### src/rtl/if_fetch_queue.sv
// Instruction fetch queue: a circular FIFO of (pc, inst) pairs between IF and ID.
// It absorbs decode stalls, back-pressures fetch via fq_full, and empties on a branch flush.
module if_fetch_queue #(
    parameter int DEPTH = 4,
    parameter int CNT_W = 3
) (
    input  logic             clk,
    input  logic             rst,
    input  logic [5:0]       stall,
    input  logic             flush,
    input  logic             if_valid,
    input  logic [31:0]      if_pc,
    input  logic [31:0]      if_inst,
    output logic             id_valid,
    output logic [31:0]      id_pc,
    output logic [31:0]      id_inst,
    output logic             fq_full,
    output logic [CNT_W-1:0] fq_count,
    output logic             fq_ovf
);

    localparam int PTR_W = $clog2(DEPTH);

    logic [PTR_W-1:0] wp_q, wp_d;
    logic [PTR_W-1:0] rp_q, rp_d;
    logic [CNT_W-1:0] cnt_q, cnt_d;
    logic             ovf_q, ovf_d;

    logic [31:0] pc_mem   [DEPTH];
    logic [31:0] inst_mem [DEPTH];

    logic push_req;
    logic pop;
    logic push_acc;
    logic wr_en;

    // Only the IF and ID stall bits matter here.
    logic unused_stall;
    assign unused_stall = ^{stall[5:3], stall[0]};

    assign push_req = if_valid & ~stall[1];
    assign pop      = id_valid & ~stall[2];
    assign push_acc = push_req & (~fq_full | pop);
    assign wr_en    = push_acc & ~flush;

    always_comb begin
        wp_d  = wp_q;
        rp_d  = rp_q;
        cnt_d = cnt_q;
        ovf_d = ovf_q;
        if (flush) begin
            wp_d  = '0;
            rp_d  = '0;
            cnt_d = '0;
        end else begin
            if (push_acc) begin
                wp_d = wp_q + PTR_W'(1);
            end
            if (pop) begin
                rp_d = rp_q + PTR_W'(1);
            end
            cnt_d = cnt_q + CNT_W'(push_acc) - CNT_W'(pop);
            if (push_req && !push_acc) begin
                ovf_d = 1'b1;
            end
        end
    end

    always_ff @(posedge clk or negedge rst) begin
        if (!rst) begin
            wp_q  <= '0;
            rp_q  <= '0;
            cnt_q <= '0;
            ovf_q <= 1'b0;
        end else begin
            wp_q  <= wp_d;
            rp_q  <= rp_d;
            cnt_q <= cnt_d;
            ovf_q <= ovf_d;
        end
    end

    // Storage has no reset so it can map onto distributed/block RAM.
    always_ff @(posedge clk) begin
        if (wr_en) begin
            pc_mem[wp_q]   <= if_pc;
            inst_mem[wp_q] <= if_inst;
        end
    end

    assign id_valid = (cnt_q != '0);
    assign id_pc    = id_valid ? pc_mem[rp_q]   : 32'd0;
    assign id_inst  = id_valid ? inst_mem[rp_q] : 32'd0;
    assign fq_full  = (cnt_q == CNT_W'(DEPTH));
    assign fq_count = cnt_q;
    assign fq_ovf   = ovf_q;

endmodule

### config.mk
export PLATFORM = sky130hd
export DESIGN_NAME = if_fetch_queue
export DESIGN_NICKNAME = d
export VERILOG_FILES = /design/src/rtl/if_fetch_queue.sv
export SDC_FILE = /design/constraint.sdc
export NUM_CORES = 1
export LEC_CHECK = 0
export BUFFER_PORTS_ARGS = -buffer_cell sky130_fd_sc_hd__buf_2
export CAP_MARGIN = 20
export CORE_AREA = 2 2 227 140
export DETAILED_ROUTE_END_ITERATION = 8
export DIE_AREA = 0 0 229 142
export MAX_ROUTING_LAYER = met4
export PLACE_DENSITY = 0.51
export SYNTH_ARGS = -nofsm -noshare
export SYNTH_HDL_FRONTEND = slang
export SYNTH_SLANG_ARGS = --single-unit
### constraint.sdc
create_clock -name clk -period 4.1 [get_ports clk]
set_input_delay 0.41 -clock clk [delete_from_list [all_inputs] [get_ports clk]]
set_output_delay 0.41 -clock clk [all_outputs]
set_load 0.05 [all_outputs]
## Word-level counts from Yosys, hierarchy flattened

Memories as Yosys holds them, arrays and structs flattened.
Cells that the tools add are included.

| storage, ports and cells | value |
|---|---|
| bits in registers | 8 |
| RAM bits | 256 |
| input bits | 74 |
| output and inout port bits | 70 |
| memories kept | 2 |

Memories:

| memory | words | bits a word | read ports | clocked after memory_dff | wr ports | line | RTL |
|---|---|---|---|---|---|---|---|
| inst_mem | 4 | 32 | 1 | 0 | 1 | 30 | `logic [31:0] inst_mem [DEPTH];` |
| pc_mem | 4 | 32 | 1 | 0 | 1 | 29 | `logic [31:0] pc_mem [DEPTH];` |

| cells by class | value |
|---|---|
| add/sub/neg operators | 4 |
| equal/unequal tests | 1 |
| muxes and demuxes | 9 |
| bitwise operators | 9 |
| reductions and logical operators | 6 |

Operators by type and width:

| operator | number |
|---|---|
| $mux W32 | 2 |
| $mux W2 | 4 |
| $add A2 B1 Y2 const B | 2 |
| $and A1 B1 Y1 | 4 |
| $not A1 Y1 | 4 |
| $reduce_bool A2 Y1 | 2 |
| $add A3 B1 Y3 | 1 |
| $eq A3 B3 Y1 const B | 1 |
| $mux W3 | 1 |
| $reduce_bool A3 Y1 | 1 |
| $sub A3 B1 Y3 | 1 |
| $mux W1 | 2 |
| $reduce_and A2 Y1 | 1 |
| $logic_and A1 B1 Y1 | 1 |
| $logic_not A1 Y1 | 1 |
| $or A1 B1 Y1 | 1 |

## Depth between registers and ports, before layout

| depth | value |
|---|---|
| depth in word-level cells | 7 |
| gate-level depth with buffers | 9 |
| depth with buffers taken out | 9 |

## Worst setup path before layout

OpenSTA, ideal clock, no wires.

| timing path | value |
|---|---|
| kind | reg-to-reg |
| start | register cnt_q[2] (netlist: fq_count[2]) |
| end | memory inst_mem[0][0] (enable) |
| setup time | 0.547 ns |
| arrival time | 3.250 ns |
| slack | 0.303 ns |
| cell stages (with the launch flop) | 4 |
| period minus slack after synthesis | 3.797 ns |
| cell sequence | dfrtp_1 > nor3b_1 > a21oi_2 > and3_1 |

| between the ends | value |
|---|---|
| longest elaborated chain between the ends | 7 |
| elaborated cells on any way between the ends | 9 |
| those cells by class | 1 x eq/ne; 2 x mux; 5 x bitwise; 1 x reduce/logical |

RTL lines:

| what | line | RTL |
|---|---|---|
| start, declared | 26 | `logic [CNT_W-1:0] cnt_q, cnt_d;` |
| start signal, assigned | 78 | `cnt_q <= cnt_d;` |
| $eq A3 B3 Y1 | 94 | `assign fq_full = (cnt_q == CNT_W'(DEPTH));` |
| net fq_full | 17 | `output logic fq_full,` |
| $not A1 Y1 | 43 | `assign push_acc = push_req & (~fq_full \| pop);` |
| $or A1 B1 Y1 | 43 |  |
| $and A1 B1 Y1 | 43 |  |
| $and A1 B1 Y1 | 44 | `assign wr_en = push_acc & ~flush;` |
| $mux W1 | 85 | `if (wr_en) begin` |
| $mux W1 (implied by the code) | 87 | `inst_mem[wp_q] <= if_inst;` |
| end, declared | 30 |  |

The timed path passes the listed nets, and every way through them passes these cells.

## Worst setup path in the final report

| timing path | value |
|---|---|
| start | register rp_q[0] |
| end | output id_pc[28] |

| between the ends | value |
|---|---|
| longest elaborated chain between the ends | 2 |

RTL lines:

| what | line | RTL |
|---|---|---|
| start, declared | 25 | `logic [PTR_W-1:0] rp_q, rp_d;` |
| start signal, assigned | 77 | `rp_q <= rp_d;` |
| $mem_v2 Z4 W32 | - |  |
| $mux W32 | 92 | `assign id_pc = id_valid ? pc_mem[rp_q] : 32'd0;` |
| end, declared | 15 | `output logic [31:0] id_pc,` |

Every way passes these cells.

==> impl_metrics.ini <==
[setup_path]
cp_cell_sequence = buf_16 -> buf_4 -> mux4_2 -> and2_1 -> buf_2
crit_required_ns = 3.69
crit_path_start_kind = flip-flop
slowest_stage = dfrtp_4
critical_path_class = flip-flop to output pin
max_stage_delay_ns = 0.64
arrival_ns = 2.70
cp_max_fo = 36
end_kind = output pin

[synth]
synth_edf_count = 256
synth_top_area_share_pct = 75.3
synth-async-reset-ratio_pct = 3.03
synth_area_mm2 = 0.0102
yosysWarnings = 0
synth_top_cell_by_area = edfxtp_1
yosysUniqueCellTypes = 29
avgSynthCellArea_um2 = 22.3
syn_inst = 458
synth-seq-area-share_pct = 77.2
synthFlopType = edfxtp_1
synthTopCellsByArea = edfxtp_1 (75%), mux4_2 (14%), and2_1 (4.0%)
postSynthNetCount = 538
ys_ff_latch = 264

[global_routing]
grt_max_degree = 67
grt_pass1_vias = 5348
antenna_found_initial = 1
gr-total-overflow = 0
gr-usage-all-layers_pct = 13.3
grt_pass1_wl_um = 31600

[route]
wirelength_um = 20800
ant_nets = 0
dr.pass1.iters = 4
drc = 0
vias = 4836
drt_iter0_markers = 227
wl_per_cell_um = 19.8
via_per_inst = 4.61

[clock_tree]
insertion_delay_ns = 0.55
clockRootBuffer = clkbuf_16
cts-resized-gates = 0
numCtsBuffers = 27
ctsHoldBuffers = 1
cts_tree = yes
cts_buffer_depth = 3
clkTransAtPathRegs_ns = 0.06
postCtsSetupBuffers = 0
cts_max_level = 1
clkSinkCount = 264

[die]
rows = 50
die_h_um = 142
die_w_um = 229
fp.coreArea_mm2 = 0.0305
io_pins = 144
start_util_pct = 33.5
dieArea_mm2 = 0.0325

[pwr]
irDropWorstVdd_v = 0.000339
p_leak_uw = 0.00417
powerDensity_mw_per_mm2 = 678
p_total_uw = 8350

[final_layout]
drive_above_1_share_pct = 40.9
fin_area_mm2 = 0.0123
area_delta_synth_final_pct = 20.5
stdcell_count = 1049
num-nets-final = 692

[sta]
finalHoldWorstSlack_ns = 0.0801
post-route-period-util_pct = 75.9
setup_tns_ns = 0
rsz0062_at_grt = no
worst_pin_slew_ns = 1.08
max_freq_mhz = 321
min_period_ns = 3.11
final_max_slew_viol_count = 0
setup_violations = 0
max-slew-margin-rel_pct = 27.8
finClkSkew_ns = 0.0248
finalHoldViolations = 0

[status]
status = complete, no violations

[run]
drv_cap = 0

[placement]
port_buffers = 139
dpl.hpwl_um = 11500
placed_cell_area_mm2 = 0.0114
gp_congestion = 0.744
placed_cells = 998

[min_path]
hp-class = input pin to flip-flop
[metal layers]
layer	global-route usage, %	vias to the layer above	share of wire [%]
li1	-	2167	-
met1	16.2	2534	43
met2	22.5	112	50
met3	3.53	23	5.3
met4	2.73	0	1.6
met5	-	-	0
[cell families after synthesis]
group                    after synthesis  share of synthesized area [%]
adder cells (fa/ha/maj)                6                          0.809
XOR/XNOR                               1                         0.0858
multiplexers                          68                           14.5
AO/OA/AOI/OAI                          4                          0.282
buffers and inverters                 28                           1.89
AND/OR/NAND/NOR                       87                           5.17
flip-flops                           264                           77.2
[critical path: cells and delay by family (launching register included)]
kind	cells	cell delay, ns
buffers and inverters	3	0.82
DFF	1	0.64
muxes	1	0.52
and+or+nand+nor	1	0.17
[Yosys cell counts (2+ instances only)]
cell	instances
clkbuf_1	9
buf_2	6
dfrtp_1	8
buf_4	2
edfxtp_1	256
and3_1	4
nor2b_1	3
mux2_2	3
and2_1	65
nor3_1	2
nor3b_1	2
buf_12	4
nand2_1	2
nor2_1	6
ha_1	5
inv_1	5
mux4_2	64
[layout make-up]
| cell class | count | area, um^2 |
|---|---|---|
| multi-input combinational | 166 | 2150 |
| inverter | 5 | 18.8 |
| timing repair buffer | 148 | 866 |
| sequential | 264 | 7900 |
| tap | 416 | 520 |
| clock inverter | 15 | 149 |
| clock buffer | 33 | 698 |
| antenna | 2 | 5.00 |
| fill | 2787 | 18200 |
[flip-flops by register name, indices dropped and copies added, names as in the netlist]
signal and cells:
fq_ovf 1, rp_q 2, inst_mem 128, fq_count 3, pc_mem 128, wp_q 2
[power breakdown]
group	leakage, uW	total, uW	switching (uW)	internal, uW
Combinational	0.00134	2820	2030	798
Clock	0.000414	2390	993	1390
Sequential	0.00241	3140	103	3040
[path summary, 6_finish.rpt]
| kind | start | end | slack [ns] | depth (start not counted) |
|---|---|---|---|---|
| setup / recovery | rp_q[0] | id_pc[28] | 0.99 | 5 |
| hold / removal | if_inst[14] | inst_mem[0][14] | 0.08 | 1 |
| setup reg to reg | fq_count[1] | fq_count[2] | 1.68 | 9 |
| hold reg to reg | fq_ovf | fq_ovf | 0.49 | 1 |
| max in group asynchronous | rst | rp_q[0] | 3.66 | 2 |
| min in group asynchronous | rst | rp_q[1] | 0.23 | 2 |
[cells in the final DEF (no fill, tap or decap), types with 2 or more instances in the layout]
cell type	synthesis	layout
mux2_2	3	3
bufinv_16	0	3
edfxtp_1	256	256
diode_2	0	2
dfrtp_1	8	6
clkbuf_16	0	27
mux4_2	64	64
buf_16	0	5
buf_2	6	139
buf_4	2	3
clkinv_1	0	7
nor2_1	6	6
and3_4	0	4
nor3_1	2	2
dfrtp_4	0	2
inv_1	5	4
nor3b_1	2	2
nor2b_1	3	3
and2_1	65	65
clkinv_2	0	3
inv_6	0	2
ha_1	5	5
clkbuf_1	9	6
nand2_1	2	2
[through the flow]
step / worst slack [ns] / util, %
2_1_floorplan: 0.303 / -
3_3_place_gp: 1.11 / 37.0
3_5_place_dp: 1.46 / 37.5
4_1_cts: 0.866 / 40.3
5_1_grt: 0.791 / 40.3
6_report: 0.987 / 40.3
No activity file was read; power rests on OpenSTA's default activity.
